`config.mk`:
```
export PLATFORM = sky130hd
export DESIGN_NAME = data_bus_bridge
export DESIGN_NICKNAME = d
export VERILOG_FILES = /design/src/rtl/data_bus_bridge_pkg.sv /design/src/rtl/data_bus_bridge_watchdog.sv /design/src/rtl/data_bus_bridge.sv
export SDC_FILE = /design/constraint.sdc
export NUM_CORES = 1
export LEC_CHECK = 0
export CORE_MARGIN = 5
export CORE_UTILIZATION = 60
export CTS_CLUSTER_SIZE = 25
export DETAILED_ROUTE_END_ITERATION = 6
export DONT_BUFFER_PORTS = 1
export PLACE_DENSITY_LB_ADDON = 0.08
export SYNTH_ARGS = -nofsm -noshare
export SYNTH_HDL_FRONTEND = slang
export SYNTH_SLANG_ARGS = --single-unit
```
`constraint.sdc`:
```
create_clock -name clock -period 3.9 [get_ports clock]
set_input_delay 0.39 -clock clock [delete_from_list [all_inputs] [get_ports clock]]
set_output_delay 0.39 -clock clock [all_outputs]
set_load 0.02 [all_outputs]
```
`src/rtl/data_bus_bridge_pkg.sv`:
```
// Shared types and helpers for the data-side OBI bus bridge.
// Holds the FSM state encoding and the latched request payload.
package data_bus_bridge_pkg;

  localparam int unsigned ADDR_W = 32;
  localparam int unsigned DATA_W = 32;
  localparam int unsigned BE_W   = 4;

  typedef enum logic [2:0] {
    IDLE,
    REQUEST,
    WAIT_RESP,
    COMPLETE,
    DRAIN
  } busBridgeState_;

  typedef struct packed {
    logic [ADDR_W-1:0] address;
    logic [DATA_W-1:0] storeData;
    logic [BE_W-1:0]   byteEnable;
    logic              write;
  } busRequest_;

  function automatic int unsigned maxOf(input int unsigned a, input int unsigned b);
    return (a > b) ? a : b;
  endfunction

  // Bus addresses are always word aligned; lane selection travels in byteEnable.
  function automatic logic [ADDR_W-1:0] wordAlign(input logic [ADDR_W-1:0] addr);
    return addr & ~ADDR_W'(3);
  endfunction

endpackage

```
`src/rtl/data_bus_bridge_watchdog.sv`:
```
// Saturating cycle counter with a registered expiry flag.
// Shared between the access timeout and the post-timeout drain window.
module bus_watchdog
  import data_bus_bridge_pkg::*;
#(
  parameter int unsigned CNT_W = 9
) (
  input  logic             clock,
  input  logic             reset,
  input  logic             clear,
  input  logic             enable,
  input  logic [CNT_W-1:0] limit,
  output logic             expired
);

  logic [CNT_W-1:0] count;
  logic [CNT_W-1:0] countNext;

  // Saturate rather than wrap so a stuck enable can never re-arm the flag.
  always_comb begin
    countNext = count;
    if (clear) begin
      countNext = '0;
    end else if (enable && (count != {CNT_W{1'b1}})) begin
      countNext = count + CNT_W'(1);
    end
  end

  // expired always mirrors (count >= limit) for the count it is registered with.
  always_ff @(posedge clock or posedge reset) begin
    if (reset) begin
      count   <= '0;
      expired <= 1'b0;
    end else begin
      count   <= countNext;
      expired <= (countNext >= limit);
    end
  end

endmodule

```
`src/rtl/data_bus_bridge.sv`:
```
// Memory-stage load/store port to OBI-style req/gnt/rvalid bus bridge.
// A watchdog aborts hung accesses with busError and drains any late response.
module data_bus_bridge
  import data_bus_bridge_pkg::*;
#(
  parameter int unsigned TIMEOUT_CYCLES = 255,
  parameter int unsigned DRAIN_CYCLES   = 255
) (
  input  logic              clock,
  input  logic              reset,
  input  logic [ADDR_W-1:0] address,
  input  logic [DATA_W-1:0] storeData,
  input  logic [BE_W-1:0]   byteEnable,
  input  logic              storeValid,
  input  logic              loadValid,
  output logic [DATA_W-1:0] loadData,
  output logic              loadDataValid,
  output logic              storeComplete,
  output logic              busError,
  output logic              bus_req,
  input  logic              bus_gnt,
  output logic [ADDR_W-1:0] bus_addr,
  output logic              bus_we,
  output logic [BE_W-1:0]   bus_be,
  output logic [DATA_W-1:0] bus_wdata,
  input  logic              bus_rvalid,
  input  logic [DATA_W-1:0] bus_rdata,
  input  logic              bus_err
);

  localparam int unsigned CNT_W = $clog2(maxOf(TIMEOUT_CYCLES, DRAIN_CYCLES)) + 1;
  localparam logic [CNT_W-1:0] TIMEOUT_LIMIT = CNT_W'(TIMEOUT_CYCLES - 1);
  localparam logic [CNT_W-1:0] DRAIN_LIMIT   = CNT_W'(DRAIN_CYCLES - 1);

  busBridgeState_ state;
  busBridgeState_ stateNext;
  busRequest_     pending;
  busRequest_     pendingNext;

  logic              drainPending;
  logic              drainPendingNext;
  logic              busReqNext;
  logic [DATA_W-1:0] loadDataNext;
  logic              loadDataValidNext;
  logic              storeCompleteNext;
  logic              busErrorNext;

  logic              finish;
  logic              finishErr;
  logic [DATA_W-1:0] finishData;

  logic              wdClear;
  logic              wdEnable;
  logic [CNT_W-1:0]  wdLimit;
  logic              wdExpired;

  bus_watchdog #(
    .CNT_W (CNT_W)
  ) uWatchdog (
    .clock   (clock),
    .reset   (reset),
    .clear   (wdClear),
    .enable  (wdEnable),
    .limit   (wdLimit),
    .expired (wdExpired)
  );

  // Bus address phase is a straight view of the latched request register.
  assign bus_addr  = wordAlign(pending.address);
  assign bus_we    = pending.write;
  assign bus_be    = pending.byteEnable;
  assign bus_wdata = pending.storeData;

  // Next-state and next-output logic; completions are staged on entry to COMPLETE.
  always_comb begin
    stateNext         = state;
    pendingNext       = pending;
    drainPendingNext  = drainPending;
    busReqNext        = 1'b0;
    loadDataNext      = loadData;
    loadDataValidNext = 1'b0;
    storeCompleteNext = 1'b0;
    busErrorNext      = 1'b0;
    finish            = 1'b0;
    finishErr         = 1'b0;
    finishData        = '0;
    wdClear           = 1'b0;
    wdEnable          = 1'b0;
    wdLimit           = ((state == DRAIN) || ((state == COMPLETE) && drainPending))
                        ? DRAIN_LIMIT : TIMEOUT_LIMIT;

    case (state)
      IDLE: begin
        if (storeValid || loadValid) begin
          pendingNext = '{address:    address,
                          storeData:  storeData,
                          byteEnable: byteEnable,
                          write:      storeValid};
          busReqNext       = 1'b1;
          wdClear          = 1'b1;
          drainPendingNext = 1'b0;
          stateNext        = REQUEST;
        end
      end

      REQUEST: begin
        wdEnable = 1'b1;
        // A grant in the timeout cycle still leaves a response in flight.
        if (wdExpired) begin
          finish           = 1'b1;
          finishErr        = 1'b1;
          drainPendingNext = bus_gnt;
          stateNext        = COMPLETE;
        end else if (bus_gnt) begin
          stateNext = WAIT_RESP;
        end else begin
          busReqNext = 1'b1;
        end
      end

      WAIT_RESP: begin
        wdEnable = 1'b1;
        if (bus_rvalid) begin
          finish     = 1'b1;
          finishErr  = bus_err;
          finishData = bus_rdata;
          stateNext  = COMPLETE;
        end else if (wdExpired) begin
          finish           = 1'b1;
          finishErr        = 1'b1;
          drainPendingNext = 1'b1;
          stateNext        = COMPLETE;
        end
      end

      COMPLETE: begin
        if (drainPending) begin
          wdClear   = 1'b1;
          stateNext = DRAIN;
        end else begin
          stateNext = IDLE;
        end
      end

      DRAIN: begin
        wdEnable = 1'b1;
        if (bus_rvalid || wdExpired) begin
          drainPendingNext = 1'b0;
          stateNext        = IDLE;
        end
      end

      default: begin
        stateNext = IDLE;
      end
    endcase

    if (finish) begin
      loadDataValidNext = ~pending.write;
      storeCompleteNext = pending.write;
      busErrorNext      = finishErr;
      if (!pending.write) begin
        loadDataNext = finishData;
      end
    end
  end

  always_ff @(posedge clock or posedge reset) begin
    if (reset) begin
      state         <= IDLE;
      pending       <= '0;
      drainPending  <= 1'b0;
      bus_req       <= 1'b0;
      loadData      <= '0;
      loadDataValid <= 1'b0;
      storeComplete <= 1'b0;
      busError      <= 1'b0;
    end else begin
      state         <= stateNext;
      pending       <= pendingNext;
      drainPending  <= drainPendingNext;
      bus_req       <= busReqNext;
      loadData      <= loadDataNext;
      loadDataValid <= loadDataValidNext;
      storeComplete <= storeCompleteNext;
      busError      <= busErrorNext;
    end
  end

endmodule

```
==> flow_metrics.tcl, run 1 <==
set metrics [dict create \
    ys.warnings.count 0 \
    synth_edf_count 0 \
    drtIter0Drc 72 \
    place.gp.congestion 0.823 \
    antenna_found_initial 0 \
    synth_area_sq_um 4740 \
    design.die.area_sq_um 9790 \
    swShare 0.377 \
    fin_crit_sh 0.653 \
    leakage_nw 2.41 \
    cp_num_buf_inv 0 \
    multi_input_area_sq_um 1620 \
    avgSynthCellArea_sq_um 14.2 \
    io-pin-count 212 \
    final_cells 470 \
    fin_ws_ps 1350 \
    syn_to_final_growth_pct 17.1 \
    initial_utilization 0.614 \
    crit_end "uWatchdog.expired" \
    numCtsBuffers 17 \
    place_ws_ps 1350 \
    path_cells "ha_1, nand3_1, nor3_1, ha_1, a211oi_2, nand4_1, xor2_1, o41ai_2" \
    worst_slew_pin_slew_ps 1160 \
    yosysMostFrequentCell "dfrtp_1" \
    synth_cells 333 \
    seq_power_share 0.514 \
    power_frac_comb 0.202 \
    die_height_um 98.9 \
    cts_tree "done" \
    min_period_ps 2550 \
    setup_violations 0 \
    cp.depth 8 \
    rr_endpoint "uWatchdog.expired" \
    yosys-top-cells-count "117 x dfrtp_1, 67 x mux2_2, 33 x a22o_1, 16 x nor2_1, 11 x buf_6" \
    fillers 534 \
    async_flop_share 1.00 \
    routed_wl_um 10400 \
    met1_usage 0.254 \
    start_kind "flip-flop" \
    tns_ps 0 \
    h-tree-depth 4 \
    grt_max_degree 67 \
    firstDrtPassIters 4 \
    max_cap_violations 0 \
    grt_pass1_vias 2948 \
    grt_use_met3 0.0793 \
    rsz0062_at_grt "false" \
    synth-seq-area-share 0.617 \
    cp.arrival_ps 2930 \
    cp_common_cell "ha_1" \
    utilization 0.719 \
    drive_gt1_frac 0.313 \
    ir_drop_mv 0.530 \
    core-area_sq_um 7730 \
    reg2reg_from "uWatchdog.count[0]" \
    synthFlopType "dfrtp_1" \
    hold_class "in2reg" \
    wire_per_inst_um 22.2 \
    dpl.cell_count 418 \
    postPlaceCellArea_sq_um 4740 \
    post_cts_buffers 0 \
    cts_max_path_buffers 2 \
    grt_pass1_wl_um 16100 \
    antenna_cells 0 \
    synth-seq-cells 117 \
    relSlewSlack 0.224 \
    powerDensity_nw_per_um2 1010 \
    worst-path-max-fanout 11 \
    clockPowerShare 0.283 \
    track_usage 0.215 \
    clk_pin_slew_ps 50 \
    clk_latency_ps 500 \
    fp.dieW_um 98.9 \
    hold_viol 0 \
    status "complete, no violations" \
    p_int_mw 3.51 \
    end_kind "flip-flop" \
    synth_area_leaders "dfrtp_1 62%, mux2_2 16%, a22o_1 6.1%, buf_6 2.6%, nor2_1 1.3%" \
    vias 2792 \
    grt_busiest_layer "met2" \
    drc 0 \
    crit_slowest_cell "a211oi_2" \
    portBuffers 0 \
    crit_type "reg2reg" \
    rows 32 \
    final_area_sq_um 5560 \
    via_per_inst 5.94 \
    hold_slack_ps 31.3 \
    max_stage_delay_ps 600 \
    register_area_sq_um 2930 \
    skew_ps 12.4 \
    rrSetupSlack_ps 1350 \
    hpwl_um 7390 \
    use_met2 0.353 \
    ant_nets 0 \
    critPathTopFamily "compound AO/OA/AOI/OAI gates" \
    nets 464 \
    synth_top_area_share 0.617 \
    synth_cell_type_count 44 \
    clkSinkCount 117 \
    cts_root_buf "clkbuf_8" \
    power_mw 5.64 \
    synth_top_cell_by_area "dfrtp_1" \
    drv_slew 0 \
    cp-startpoint "uWatchdog.count[0]" \
    fmax_mhz 393 \
    overflow 0 \
    required_ps 4290 \
    switchingPower_mw 2.12 \
    reg2regPathDepth 8 \
]
==> flip-flops by register name, indices dropped and copies added (netlist names) <==
signal and count:
busError 1, bus_addr 30, bus_be 4, bus_req 1, bus_wdata 32, bus_we 1
drainPending 1, loadData 32, loadDataValid 1, state 3, storeComplete 1, uWatchdog.count 9
uWatchdog.expired 1
==> logic make-up after synthesis <==
| kind of cell | count (synthesis) | synth area share |
|---|---|---|
| mux | 69 | 0.163 |
| xor+xnor | 8 | 0.0148 |
| fa+ha+maj | 2 | 0.00527 |
| simple gates | 55 | 0.0628 |
| other cells | 1 | 0.000790 |
| flops | 117 | 0.617 |
| buf+inv | 27 | 0.0435 |
| compound gates | 54 | 0.0926 |
==> metal layers <==
layer / share of wire / up-vias
met4: 0.020 / 0
met2: 0.51 / 147
met1: 0.38 / 1393
li1: - / 1236
met3: 0.098 / 16
met5: 0 / -
==> worst min path at each step <==
stage,start,to,slack [ps],cells after the start
finish,bus_rdata[9],loadData[9],30,1
global route,bus_rdata[28],loadData[28],10,1
CTS,bus_rdata[9],loadData[9],0.1,1
detailed placement,reset,bus_addr[13],430,1
global placement,reset,bus_addr[18],430,1
floorplan,drainPending,drainPending,500,1
==> worst register-to-register path, cell delays in order, from the launching register on <==
cell	delay, ps
dfrtp_1	430
ha_1	270
nand3_1	160
nor3_1	80
ha_1	190
a211oi_2	600
nand4_1	200
xor2_1	200
o41ai_2	310
==> repair_timing <==
item,in CTS,in global routing
resized for setup,0,0
endpoints found under the hold margin,77,0
hold buffers,20,0
==> cell type report <==
class                   instances  area share
inverters                       5     0.00473
clock inverters                12      0.0315
multi-input cells             190       0.292
flip-flops and latches        117       0.527
well taps                     102      0.0230
repair buffers                 24      0.0414
clock buffers                  20      0.0802
==> power by group through the flow <==
stage / Combinational [mW] / Clock [mW] / Sequential (mW)
after floorplan: 1.12 / 0 / 2.70
final: 1.14 / 1.60 / 2.90
after global routing: 1.27 / 1.69 / 2.97
after detailed placement: 1.14 / 0 / 2.93
after CTS: 1.16 / 1.62 / 2.91
after global placement: 1.08 / 0 / 2.92
==> cell usage in the layout (no fill, tap or decap), types with 2 or more instances in the layout <==
master / instances
nor3b_1: 2
or3_1: 2
nand4_1: 2
mux2i_1: 2
a21oi_1: 7
a22o_1: 33
a211oi_1: 2
nand2_2: 3
clkinv_4: 2
nor3_1: 5
nor2_1: 16
bufinv_16: 4
dfrtp_1: 117
dlygate4sd3_1: 20
mux2_2: 67
nor2b_1: 2
clkinv_2: 3
o21a_1: 2
inv_1: 3
buf_4: 4
o21ai_0: 2
clkbuf_16: 16
conb_1: 2
clkbuf_8: 3
xor2_1: 5
ha_1: 2
nand2_1: 10
nand3_1: 4
clkinvlp_4: 3
xnor2_1: 3
(Power assumes the default switching activity.)
==> run 2: changes to the inputs <==
==> constraint.sdc (replaced) <==
create_clock -name clock -period 2.7 [get_ports clock]
set_input_delay 0.27 -clock clock [delete_from_list [all_inputs] [get_ports clock]]
set_output_delay 0.27 -clock clock [all_outputs]
set_load 0.02 [all_outputs]
==> run 2 against run 1 <==
- synthesized cell count unchanged
- area after synthesis unchanged
- the flow now stops in 4_1_cts
==> flow_metrics.tcl, run 2 <==
set metrics [dict create \
    status "stopped before the end" \
    haltStage "4_1_cts" \
    error_line "[ERROR RSZ-0060] Max buffer count reached." \
    ys.warnings.count 0 \
    synthFlopType "dfrtp_1" \
    synth_edf_count 0 \
    cts_max_path_buffers 2 \
    initial_utilization 0.614 \
    synth-seq-cells 117 \
    cts_resized 0 \
    async_flop_share 1.00 \
    fp.dieW_um 98.9 \
    synth_area_sq_um 4740 \
    cts_root_buf "clkbuf_8" \
    rows 32 \
    cts_hold_buf 101 \
    die_height_um 98.9 \
    synth_cells 333 \
    hpwl_um 7100 \
    portBuffers 0 \
    synth-seq-area-share 0.617 \
    yosys-top-cells-count "117 x dfrtp_1, 67 x mux2_2, 33 x a22o_1, 16 x nor2_1, 11 x buf_6" \
    place_ws_ps 436 \
    synth_area_leaders "dfrtp_1 62%, mux2_2 16%, a22o_1 6.1%, buf_6 2.6%, nor2_1 1.3%" \
    clkSinkCount 117 \
    post_cts_buffers 0 \
    synth_top_area_share 0.617 \
    io-pin-count 212 \
    synth_cell_type_count 44 \
    yosysMostFrequentCell "dfrtp_1" \
    synth_top_cell_by_area "dfrtp_1" \
    numCtsBuffers 17 \
    avgSynthCellArea_sq_um 14.2 \
    h-tree-depth 4 \
    place.gp.congestion 0.823 \
]
==> run 2: cell counts after synthesis <==
No cell type changed its count.
==> run 2: cells by family after synthesis <==
logic type,count (synthesis),share of synthesized area
other cells,1,0.000790
compound gates,54,0.0926
simple gates,55,0.0628
fa+ha+maj,2,0.00527
mux,69,0.163
flops,117,0.617
buf+inv,27,0.0435
xor+xnor,8,0.0148
==> run 2: metrics by stage <==
step,utilization,area [sq um],instances
floorplan,-,4750,334
detailed placement,0.620,4790,420
global placement,0.620,4790,420
==> run 3: changes to the inputs <==
--- a/config.mk
+++ b/config.mk
@@ -6,11 +6,10 @@
 export NUM_CORES = 1
 export LEC_CHECK = 0
 export CORE_MARGIN = 5
-export CORE_UTILIZATION = 60
-export CTS_CLUSTER_SIZE = 25
+export CORE_UTILIZATION = 40
 export DETAILED_ROUTE_END_ITERATION = 6
 export DONT_BUFFER_PORTS = 1
-export PLACE_DENSITY_LB_ADDON = 0.08
+export PLACE_DENSITY_LB_ADDON = 0.15
 export SYNTH_ARGS = -nofsm -noshare
 export SYNTH_HDL_FRONTEND = slang
 export SYNTH_SLANG_ARGS = --single-unit
==> run 3 against run 2 <==
- the flow now finishes without violations
==> flow_metrics.tcl, run 3 (synthesis results as in run 1) <==
set metrics [dict create \
    status "complete, no violations" \
    switchingPower_mw 3.07 \
    design.die.area_sq_um 14100 \
    drtIter0Drc 128 \
    grt_pass1_wl_um 16300 \
    h-tree-depth 4 \
    clk_pin_slew_ps 50 \
    start_kind "flip-flop" \
    power_mw 8.02 \
    fmax_mhz 458 \
    grt_max_degree 64 \
    core-area_sq_um 11500 \
    wire_per_inst_um 19.1 \
    clockPowerShare 0.263 \
    io-pin-count 212 \
    final_cell_mix "117 x dfrtp_1, 67 x mux2_2, 47 x dlygate4sd3_1" \
    fin_crit_sh 0.809 \
    final_common_cell "dfrtp_1" \
    nets 495 \
    swShare 0.383 \
    die_height_um 119 \
    hpwl_um 7320 \
    setup_violations 0 \
    initial_utilization 0.412 \
    min_period_ps 2190 \
    worst_slew_pin_slew_ps 641 \
    hold_viol 0 \
    antenna_cells 0 \
    rows 39 \
    required_ps 2990 \
    end_kind "flip-flop" \
    track_usage 0.146 \
    powerDensity_nw_per_um2 1360 \
    rsz0062_at_grt "false" \
    cts_max_path_buffers 2 \
    ant_nets 0 \
    relSlewSlack 0.573 \
    post_cts_buffers 0 \
    leakage_nw 2.53 \
    firstDrtPassIters 7 \
    portBuffers 0 \
    max_cap_violations 0 \
    overflow 0 \
    tns_ps 0 \
    drc 0 \
    seq_power_share 0.519 \
    antenna_found_initial 0 \
    p_int_mw 4.95 \
    cts_tree "done" \
    vias 2845 \
    numCtsBuffers 17 \
    via_per_inst 5.25 \
    ir_drop_mv 0.467 \
    cts_root_buf "clkbuf_16" \
    fp.dieW_um 119 \
    place.gp.congestion 0.789 \
    grt_pass1_vias 2953 \
    crit_type "reg2reg" \
    clkSinkCount 117 \
    worst-path-max-fanout 11 \
    power_frac_comb 0.219 \
    drv_slew 0 \
    hold_class "in2reg" \
    skew_ps 7.22 \
    fillers 993 \
    cp.arrival_ps 2480 \
    routed_wl_um 10400 \
    utilization 0.512 \
    syn_to_final_growth_pct 24.4 \
    clk_latency_ps 400 \
    drive_gt1_frac 0.301 \
]
==> run 3: per-layer routing <==
metal	vias to the layer above	track usage	routed length, um
li1	1304	-	-
met1	1408	0.166	3940
met2	125	0.246	5420
met3	8	0.0626	879
met4	0	0.0558	123
met5	-	0	0
==> run 3: what timing repair did <==
| item | CTS | global route |
|---|---|---|
| hold endpoints to repair | 58 | 11 |
| resized for setup | 0 | 0 |
| hold buffers | 36 | 11 |
| endpoints found under the setup margin | 0 | 0 |
==> run 3: cell type report <==
type | instances | area, sq um | share of cell area
Clock buffer | 19 | 453 | 0.0768
Clock inverter | 13 | 121 | 0.0206
Inverter | 5 | 27.5 | 0.00466
Multi-Input combinational cell | 190 | 1620 | 0.275
Sequential cell | 117 | 2930 | 0.496
Tap cell | 143 | 179 | 0.0303
Timing Repair Buffer | 55 | 568 | 0.0963
==> run 3: stage by stage <==
step	instances	hold slack [ps]	area [sq um]	setup WS, ps
2_1_floorplan	334	403	4750	771
3_3_place_gp	463	220	4860	529
3_5_place_dp	463	210	4860	531
4_1_cts	531	0.00600	5790	487
5_1_grt	542	0.136	5900	320
6_report	542	20.7	5900	515
==> run 3: path summary, 6_finish.rpt <==
kind / from / endpoint / slack [ps] / cells after the start
max: uWatchdog.count[0] / uWatchdog.expired / 510 / 9
min reg2reg: drainPending / drainPending / 550 / 1
min: address[14] / bus_addr[14] / 20 / 1
max in group asynchronous: reset / loadData[8] / 1540 / 3
max reg2reg: uWatchdog.count[0] / uWatchdog.expired / 510 / 9
min in group asynchronous: reset / bus_wdata[15] / 410 / 2
==> run 3: critical path, cell delays in order (launching register included) <==
cell      delay [ps]
dfrtp_1          420
ha_1             270
nand3_1          150
nor3_1            80
ha_1             190
a211oi_2         140
buf_4            210
nand4_1          130
xor2_1           180
o41ai_2          310
==> run 3: power by group through the flow <==
stage / Clock (mW) / Combinational, mW / Sequential [mW]
final: 2.11 / 1.75 / 4.16
after floorplan: 0 / 1.62 / 3.90
after CTS: 2.17 / 1.77 / 4.19
after global routing: 2.26 / 1.93 / 4.27
after global placement: 0 / 1.67 / 4.21
after detailed placement: 0 / 1.72 / 4.20
==> run 4: changes to the inputs <==
==> constraint.sdc (replaced) <==
create_clock -name clock -period 2 [get_ports clock]
set_input_delay 0.2 -clock clock [delete_from_list [all_inputs] [get_ports clock]]
set_output_delay 0.2 -clock clock [all_outputs]
set_load 0.02 [all_outputs]
==> run 4 against run 3 <==
- clock power is 48% higher
- clock-buffer cell count grew 3
- register-to-register slack got worse by 400 ps
- combinational power rose by 67%
- sequential cell count unchanged
- cell count grew 14%
- utilization is 7.1 points higher
- clock skew is 1.5 ps lower
- sequential power increased by 34%
- highest routed layer unchanged
==> flow_metrics.tcl, run 4 (synthesis results as in run 1) <==
set metrics [dict create \
    max_cap_violations 0 \
    reg2reg_from "state[0]" \
    ant_nets 0 \
    place.gp.congestion 0.806 \
    clockPowerShare 0.269 \
    status "complete, no violations" \
    final_cell_mix "117 x dfrtp_1, 102 x dlygate4sd3_1, 67 x mux2_2" \
    cp_num_buf_inv 1 \
    power_frac_comb 0.253 \
    max_stage_delay_ps 520 \
    tns_ps 0 \
    drive_gt1_frac 0.302 \
    grt_pass1_vias 3448 \
    wire_per_inst_um 19.0 \
    p_int_mw 7.36 \
    initial_utilization 0.412 \
    design.die.area_sq_um 14100 \
    numCtsBuffers 17 \
    setup_violations 0 \
    routed_wl_um 11700 \
    holdCritStartpoint "bus_gnt" \
    rrSetupSlack_ps 110 \
    portBuffers 0 \
    required_ps 2280 \
    skew_ps 5.69 \
    relSlewSlack 0.530 \
    antenna_found_initial 0 \
    via_per_inst 5.19 \
    cts_max_path_buffers 2 \
    rr_endpoint "loadData[0]" \
    final_common_cell "dfrtp_1" \
    crit_slowest_cell "dfrtp_1" \
    h-tree-depth 4 \
    reg2regPathDepth 6 \
    powerDensity_nw_per_um2 1730 \
    fin_crit_sh 0.943 \
    switchingPower_mw 4.26 \
    path_cells "nor2b_4, nand2_2, o21a_1, or3_1, buf_12, a22o_1" \
    clkSinkCount 117 \
    utilization 0.584 \
    grt_max_degree 47 \
    swShare 0.366 \
    fmax_mhz 530 \
    fillers 899 \
    antenna_cells 0 \
    firstDrtPassIters 4 \
    hold_depth 3 \
    ir_drop_mv 0.787 \
    use_met2 0.282 \
    crit_type "reg2reg" \
    met1_usage 0.187 \
    drv_slew 0 \
    worst_slew_pin_slew_ps 703 \
    vias 3204 \
    track_usage 0.168 \
    fp.dieW_um 119 \
    cts_tree "done" \
    leakage_nw 2.91 \
    drc 0 \
    min_period_ps 1890 \
    grt_busiest_layer "met2" \
    core-area_sq_um 11500 \
    holdPathEnd "bus_req" \
    hold_class "in2reg" \
    grt_use_met3 0.0692 \
    rows 39 \
    syn_to_final_growth_pct 41.7 \
    nets 570 \
    hpwl_um 7590 \
    worst-path-max-fanout 33 \
    grt_pass1_wl_um 18900 \
    cp.arrival_ps 2170 \
    seq_power_share 0.479 \
    end_kind "flip-flop" \
    cts_root_buf "clkbuf_16" \
    clk_latency_ps 400 \
    critPathTopFamily "simple AND/OR/NAND/NOR gates" \
    start_kind "flip-flop" \
    overflow 0 \
    io-pin-count 212 \
    drtIter0Drc 196 \
    hold_viol 0 \
    die_height_um 119 \
    clk_pin_slew_ps 50 \
]
==> run 4: cell types whose count changed in the layout (fill, tap and decap cells not counted), sizes merged <==
| cell | delta |
|---|---|
| clkinvlp | -2 |
| bufinv | +3 |
| dlygate4sd3 | +55 |
| clkbuf | +3 |
| buf | +20 |
| inv | -4 |
==> run 4: power by group through the flow <==
stage / Clock [mW] / Sequential (mW) / Combinational, mW
final: 3.12 / 5.56 / 2.93
after global routing: 3.31 / 5.70 / 3.20
after CTS: 3.18 / 5.57 / 2.85
after detailed placement: 0 / 5.60 / 2.63
after global placement: 0 / 5.60 / 2.55
after floorplan: 0 / 5.27 / 2.18
==> run 4: tightest hold or removal path: stages <==
cell,delay [ps]
nor2_1,20
nor2_1,90
a2111oi_0,80
==> run 4: routing by layer <==
layer,vias up,routed length (um)
met5,-,0
met4,0,304
met3,26,1050
met2,140,6070
met1,1582,4310
li1,1456,-
==> run 4: per-stage QoR <==
step / instances / power (mW) / setup WS, ps / hold WS, ps / instance area, sq um
final: 617 / 11.6 / 113 / 47.3 / 6720
after global routing: 617 / 12.2 / -22.7 / 44.7 / 6720
after CTS: 616 / 11.6 / 7.34 / 21.8 / 6670
after detailed placement: 480 / 8.22 / 21.4 / 206 / 5020
after global placement: 480 / 8.15 / 44.6 / 208 / 5020
after floorplan: 334 / 7.45 / 71.4 / 333 / 4750
==> run 4: what timing repair did <==
action | CTS | global route
endpoints found under the setup margin | 1 | 7
endpoints found under the hold margin | 129 | 0
buffers inserted | 2 | 1
resized for setup | 0 | 10
pin swaps | 1 | 5
hold buffers | 102 | 0
==> run 4: final cells by class <==
type | instances | area [sq um] | share of cell area
Clock inverter | 10 | 154 | 0.0229
Multi-Input combinational cell | 190 | 1670 | 0.249
Clock buffer | 22 | 454 | 0.0675
Timing Repair Buffer | 130 | 1310 | 0.195
Tap cell | 143 | 179 | 0.0266
Inverter | 5 | 27.5 | 0.00409
Sequential cell | 117 | 2930 | 0.435
==> run 4: how the worst max path moves through the flow <==
stage,end,slack (ps),cells past startpoint,startpoint
2_1_floorplan,uWatchdog.expired,70,9,uWatchdog.count[0]
3_3_place_gp,uWatchdog.expired,40,9,uWatchdog.count[0]
3_5_place_dp,uWatchdog.expired,20,9,uWatchdog.count[0]
4_1_cts,uWatchdog.expired,7,9,uWatchdog.count[0]
5_1_grt,uWatchdog.expired,-20,9,uWatchdog.count[1]
6_report,loadData[0],110,6,state[0]
